`config.mk`:
```
export PLATFORM = sky130hd
export DESIGN_NAME = mux_gate_bank
export DESIGN_NICKNAME = d
export VERILOG_FILES = /design/src/rtl/mux_gate_pkg.sv /design/src/rtl/mux_gate_bank_mux2.sv /design/src/rtl/mux_gate_bank.sv
export SDC_FILE = /design/constraint.sdc
export NUM_CORES = 1
export LEC_CHECK = 0
export CORE_AREA = 2 2 39 41
export CTS_CLUSTER_SIZE = 16
export DETAILED_ROUTE_END_ITERATION = 12
export DIE_AREA = 0 0 41 43
export GPL_ROUTABILITY_DRIVEN = 0
export SKIP_LAST_GASP = 1
export SYNTH_ARGS = -nofsm -noshare
export SYNTH_HDL_FRONTEND = slang
export SYNTH_SLANG_ARGS = --single-unit
```
`constraint.sdc`:
```
create_clock -name clk -period 1.14 [get_ports clk]
set_clock_uncertainty 0.2 [all_clocks]
set_input_delay 0.285 -clock clk [delete_from_list [all_inputs] [get_ports clk]]
set_output_delay 0.285 -clock clk [all_outputs]
set_load 0.005 [all_outputs]
```
`src/rtl/mux_gate_pkg.sv`:
```
// Shared op-code constants and the op_sel type for the mux-based gate bank.
package mux_gate_pkg;

    typedef logic [1:0] op_sel_t;

    localparam op_sel_t OP_AND  = 2'b00;
    localparam op_sel_t OP_NAND = 2'b01;
    localparam op_sel_t OP_NOR  = 2'b10;
    localparam op_sel_t OP_RSVD = 2'b11;

endpackage

```
`src/rtl/mux_gate_bank_mux2.sv`:
```
// Bitwise 2:1 multiplexer primitive; every gate in the bank is built from this.
module mux2 #(
    parameter int WIDTH = 1
) (
    input  logic [WIDTH-1:0] sel,
    input  logic [WIDTH-1:0] d0,
    input  logic [WIDTH-1:0] d1,
    output logic [WIDTH-1:0] o
);

    for (genvar i = 0; i < WIDTH; i++) begin : g_bit
        assign o[i] = sel[i] ? d1[i] : d0[i];
    end

endmodule

```
`src/rtl/mux_gate_bank.sv`:
```
// Registered AND/NAND/NOR bank built purely from mux2 cells, plus an
// op-selected result y. One-cycle latency, accepts a new input every cycle.
module mux_gate_bank
    import mux_gate_pkg::*;
#(
    parameter int WIDTH = 1
) (
    input  logic             clk,
    input  logic             rst_n,
    input  logic             in_valid,
    input  logic [WIDTH-1:0] a,
    input  logic [WIDTH-1:0] b,
    input  op_sel_t          op_sel,
    output logic             out_valid,
    output logic [WIDTH-1:0] x_and,
    output logic [WIDTH-1:0] x_nand,
    output logic [WIDTH-1:0] x_nor,
    output logic [WIDTH-1:0] y
);

    logic [WIDTH-1:0] w_ones;
    logic [WIDTH-1:0] w_zeros;
    logic [WIDTH-1:0] w_nb;
    logic [WIDTH-1:0] w_and;
    logic [WIDTH-1:0] w_nand;
    logic [WIDTH-1:0] w_nor;
    logic [WIDTH-1:0] w_y_lo;
    logic [WIDTH-1:0] w_y_hi;
    logic [WIDTH-1:0] w_y;

    logic             r_out_valid;
    logic [WIDTH-1:0] r_x_and;
    logic [WIDTH-1:0] r_x_nand;
    logic [WIDTH-1:0] r_x_nor;
    logic [WIDTH-1:0] r_y;

    assign w_ones  = '1;
    assign w_zeros = '0;

    mux2 #(.WIDTH(WIDTH)) u_inv  (.sel(b), .d0(w_ones),  .d1(w_zeros), .o(w_nb));
    mux2 #(.WIDTH(WIDTH)) u_and  (.sel(a), .d0(w_zeros), .d1(b),       .o(w_and));
    mux2 #(.WIDTH(WIDTH)) u_nand (.sel(a), .d0(w_ones),  .d1(w_nb),    .o(w_nand));
    mux2 #(.WIDTH(WIDTH)) u_nor  (.sel(a), .d0(w_nb),    .d1(w_zeros), .o(w_nor));

    // Two-level select tree: op_sel[0] picks within each pair, op_sel[1] picks the pair.
    mux2 #(.WIDTH(WIDTH)) u_sel_lo (
        .sel({WIDTH{op_sel[0]}}), .d0(w_and), .d1(w_nand), .o(w_y_lo)
    );
    mux2 #(.WIDTH(WIDTH)) u_sel_hi (
        .sel({WIDTH{op_sel[0]}}), .d0(w_nor), .d1(w_zeros), .o(w_y_hi)
    );
    mux2 #(.WIDTH(WIDTH)) u_sel_top (
        .sel({WIDTH{op_sel[1]}}), .d0(w_y_lo), .d1(w_y_hi), .o(w_y)
    );

    always_ff @(posedge clk or negedge rst_n) begin
        if (!rst_n) begin
            r_out_valid <= 1'b0;
            r_x_and     <= '0;
            r_x_nand    <= '0;
            r_x_nor     <= '0;
            r_y         <= '0;
        end else begin
            r_out_valid <= in_valid;
            if (in_valid) begin
                r_x_and  <= w_and;
                r_x_nand <= w_nand;
                r_x_nor  <= w_nor;
                r_y      <= w_y;
            end
        end
    end

    assign out_valid = r_out_valid;
    assign x_and     = r_x_and;
    assign x_nand    = r_x_nand;
    assign x_nor     = r_x_nor;
    assign y         = r_y;

endmodule

```
==> results of run 1 <==
-- synth_stat cells (all sizes together) --
master,n
o21bai,1
nand3b,1
mux2,1
nand2b,1
dfrtp,5
nor2,2
nor3b,1
o21a,1
a21o,1
nor2b,1
a31oi,1
nand3,1
o21ai,1
inv,1
-- area by class of cell --
class / instances / area (sq um)
multi-input cells: 13 / 90.09
repair buffers: 14 / 102.6
well taps: 16 / 20.02
inverters: 1 / 3.754
flip-flops and latches: 5 / 125.1
clock buffers: 4 / 26.28
fillers: 162 / 1016
-- how the worst max path moves through the flow --
stage	endpoint	slack (ns)	cells past startpoint
after global placement	y	-0.37	4
after global routing	x_nand	-0.14	1
after floorplan	y	0.14	3
after detailed placement	y	-0.40	4
final	x_nand	-0.1	1
after CTS	x_nand	-0.11	1
-- state kept, by name (all words and copies together), names as in the netlist --
register   count
out_valid      1
x_and          1
x_nand         1
y              1
x_nor          1
-- power by group --
group	switching, mW	leakage [nW]	internal, mW
Clock	0.0775	0.0150	0.133
Sequential	0.00679	0.0594	0.193
Combinational	0.0309	0.0989	0.0452
-- cells by family (layout without fill, tap and decap cells) --
kind of cell           count (synthesis)  count (layout)  share of synthesized area
buffers and inverters                  1              19                    0.01753
multiplexers                           1               1                    0.05263
AND/OR/NAND/NOR                        7               7                     0.1872
flip-flops                             5               5                     0.5848
AO/OA/AOI/OAI                          5               5                     0.1579
-- layer usage --
metal	track usage	wire length, microns	up-vias
met1	0.07143	191	95
met5	0	0	-
met2	0.1188	284	8
met4	0.06000	14	0
met3	0.04712	42	2
li1	-	-	102
-- stage by stage --
step	utilization	hold slack [ns]	area, sq um	worst slack [ns]	cells
2_1_floorplan	-	-0.2106	214.0	0.1389	19
3_3_place_gp	0.2649	0.2750	366.6	-0.3731	49
3_5_place_dp	0.2649	0.3000	366.6	-0.3995	49
4_1_cts	0.2649	0.07258	366.6	-0.1080	53
5_1_grt	0.2658	0.07343	367.9	-0.1350	53
6_report	0.2658	0.06448	367.9	-0.09583	53
-- repair_timing --
item | CTS | global route
pin swaps | 1 | 1
cloned | 0 | 0
setup endpoints to repair | 8 | 6
gates resized for setup | 26 | 1
==> flow_summary.ini, run 1 <==
[sta]
maxSlewHeadroom = 0.8448
final.min_clock_period_ns = 1.236
rsz0062_at_grt = yes
max_freq_ghz = 0.8092
finalCritPeriodShare = 1.084
maxSlewViolCount = 0
timing.final.ws_setup_ns = -0.09583
hold_violations = 0
final-setup-viol-count = 5
worst_pin_slew_ns = 0.2320
final.setup.tns_ns = -0.3986

[synth]
yosysTopAreaCellShare = 0.5848
synth_cell_types = 14
ys_top_cells_by_area = dfrtp_1, mux2_2, a21o_1
synthCells = 19
syn_nets = 26
avgSynthCellArea_sq_um = 11.26
yosysWarningCount = 0
synth_largest_area_cell = dfrtp_1
synth-seq-cells = 5
seq_area_frac_synth = 0.5848
synth_area_sq_um = 214.0

[clocking]
cts_buffers = 3
insertion_delay_ns = 0.24
root_buffer = clkbuf_4
cts_tree = built
postCtsHoldBufs = 0
post-cts-setup-buffers = 0
clock_sinks = 5
htree_levels = 1
cts_buffer_depth = 2
clk_pin_slew_ns = 0.05

[floorplan]
initial_utilization = 0.1546
die_w_microns = 41
die-area_sq_mm = 0.001763
rows = 14
die_h_microns = 43
core_area_sq_mm = 0.001384
io_pins = 12

[power_and_ir_drop]
leakagePower_nw = 0.1733
total_power_mw = 0.4856
ir_drop_mv = 0.2703
power.density_mw_per_mm2 = 1320

[worst_setup_path]
path_cells = buf_2
setup.worst_path.class = reg2out
worst_path_largest_cell_delay_ns = 0.38
cp_num_buf_inv = 1
cp_top_family = flip-flops
regToRegSetupSlack_ns = 0.20
arrival_ns = 0.75
crit_path_end_kind = primary output
cp_max_fo = 2
cp-startpoint = x_nand
cp-start-kind = flip-flop
reg2regPathDepth = 1
required_ns = 0.65
r2r_end = x_nor
critical-path-slowest-cell = dfrtp_1
worstReg2RegStart = x_nor

[layout]
fin_nets = 45
n_antenna_cell = 0
drive_gt1_frac = 0.3514
layout_common_cells = dfrtp_1, buf_2, dlygate4sd2_1, clkbuf_4, buf_4
syn_to_final_growth_pct = 71.93

[detailed_routing]
drt_pass1_iterations = 1
drcViolationCount = 0
wl_microns = 533
drt_iter0_markers = 0
vias = 207
wl_per_cell_microns = 10.06
ant_nets = 0
viasPerCell = 3.906

[grt]
grt_pass1_vias = 223
grt_max_degree = 6
grt_pass1_wl_microns = 862
grt_remaining_overflow = 0
antenna_found_initial = 0
grt.total_usage = 0.07855

[min_path]
min_path_type = in2async

[placement]
dpl.hpwl_microns = 410.4
numPortBuffers = 11

[run]
maxCapViolations = 0

[run_status]
status = finished with violations
violations = negative setup slack
Power figures use the tool's default switching activity.
==> run 2, diff against run 1 <==
Settings changed: RECOVER_POWER from default to 50.
==> flow_summary.ini, run 2 (same netlist as run 1, synthesis figures left out) <==
[min_path]
min_path_type = in2async

[power_and_ir_drop]
combPwrFrac = 0.155
clockPowerShare = 0.433
swShare = 0.2375
cell_internal_pwr_mw = 0.3697
seqPwrFrac = 0.411
netSwitchingPower_mw = 0.1151
ir_drop_mv = 0.2696
power.density_mw_per_mm2 = 1318
leakagePower_nw = 0.1736

[worst_setup_path]
cp_top_family = flip-flops
cp-start-kind = flip-flop
worst_path_largest_cell_delay_ns = 0.38
critical-path-slowest-cell = dfrtp_1
cp_max_fo = 2
setup.worst_path.class = reg2out
crit_path_end_kind = primary output
path_cells = buf_2
required_ns = 0.65
arrival_ns = 0.75
cp_num_buf_inv = 1

[floorplan]
core_area_sq_mm = 0.001384
io_pins = 12
rows = 14
die-area_sq_mm = 0.001763
die_h_microns = 43
initial_utilization = 0.1546
die_w_microns = 41

[sta]
maxSlewViolCount = 0
fin_hold_ws_ns = 0.1350
final.min_clock_period_ns = 1.236
final.setup.tns_ns = -0.3986
worst_pin_slew_ns = 0.2370
timing.final.ws_setup_ns = -0.09583
final-setup-viol-count = 5
maxSlewHeadroom = 0.8415
max_freq_ghz = 0.8092
rsz0062_at_grt = yes
finalCritPeriodShare = 1.084
hold_violations = 0

[clocking]
insertion_delay_ns = 0.24
clk_pin_slew_ns = 0.05
htree_levels = 1
cts_buffers = 3
root_buffer = clkbuf_4
clock_sinks = 5
cts_buffer_depth = 2
cts_tree = built
post-cts-setup-buffers = 0

[detailed_routing]
ant_nets = 0
drcViolationCount = 0
wl_per_cell_microns = 10.04
drt_pass1_iterations = 1
viasPerCell = 3.906
vias = 207
wl_microns = 532
drt_iter0_markers = 0

[layout]
fillers = 162
seqCellArea_sq_um = 125.1
drive_gt1_frac = 0.3514
n_antenna_cell = 0
syn_to_final_growth_pct = 71.93
final_cells = 53
multi_input_area_sq_um = 90.09
layout_common_cells = dfrtp_1, buf_2, dlygate4sd2_1, clkbuf_4, buf_4
fin_nets = 45

[grt]
grt_max_degree = 6
grt_remaining_overflow = 0
grt_pass1_wl_microns = 862
antenna_found_initial = 0
grt.total_usage = 0.07855
grt_pass1_vias = 223

[run]
maxCapViolations = 0

[placement]
dpl.hpwl_microns = 410.4
place_inst = 49
pre_cts_ws_ns = -0.3995
numPortBuffers = 11

[run_status]
status = finished with violations
violations = negative setup slack
## run 2: metrics by stage
stage	utilization	area, sq um	power [mW]
floorplan	-	214.0	0.2237
global placement	0.2649	366.6	0.2967
detailed placement	0.2649	366.6	0.2985
CTS	0.2649	366.6	0.4956
global route	0.2658	367.9	0.5168
finish	0.2658	367.9	0.4849
## run 2: metal layers
| layer | up-vias | GRT usage | wire, microns |
|---|---|---|---|
| met5 | - | 0 | 0 |
| met4 | 0 | 0.06000 | 14 |
| met3 | 2 | 0.04712 | 41 |
| met2 | 8 | 0.1188 | 284 |
| met1 | 95 | 0.07143 | 191 |
| li1 | 102 | - | - |
## run 2: power by group through the flow
| stage | Combinational, mW | Clock, mW | Sequential [mW] |
|---|---|---|---|
| 2_1_floorplan | 0.0202 | 0 | 0.204 |
| 3_3_place_gp | 0.0949 | 0 | 0.202 |
| 3_5_place_dp | 0.0959 | 0 | 0.203 |
| 4_1_cts | 0.0766 | 0.219 | 0.200 |
| 5_1_grt | 0.0846 | 0.231 | 0.201 |
| 6_report | 0.0754 | 0.210 | 0.199 |
## run 2: timing repair
item                                    4_1_cts  5_1_grt
cloned                                        0        0
endpoints found under the hold margin         0        0
pin swaps                                     1        1
endpoints found under the setup margin        8        6
hold buffers                                  0        0
gates resized for setup                      26        1
## run 2: cell type report
type / instances / share of cell area
clock buffer: 4 / 0.07143
multi-input combinational: 13 / 0.2449
tap: 16 / 0.05442
sequential: 5 / 0.3401
inverter: 1 / 0.01020
timing repair buffer: 14 / 0.2789
## run 2: worst paths after layout
path                       startpoint  cells after the start  slack [ns]   endpoint
hold / removal                  rst_n                      1        0.14  out_valid
setup / recovery               x_nand                      1        -0.1     x_nand
hold reg to reg                x_nand                      1        0.30     x_nand
min in group clk             in_valid                      2        0.28  out_valid
max in group asynchronous       rst_n                      1        0.41     x_nand
setup reg to reg                x_nor                      1        0.20      x_nor
==> run 3, diff against run 2 <==
Settings changed: CTS_CLUSTER_DIAMETER from default to 50.
==> results of run 3 <==
Final layout, timing and power as in run 2 (identical DEF).
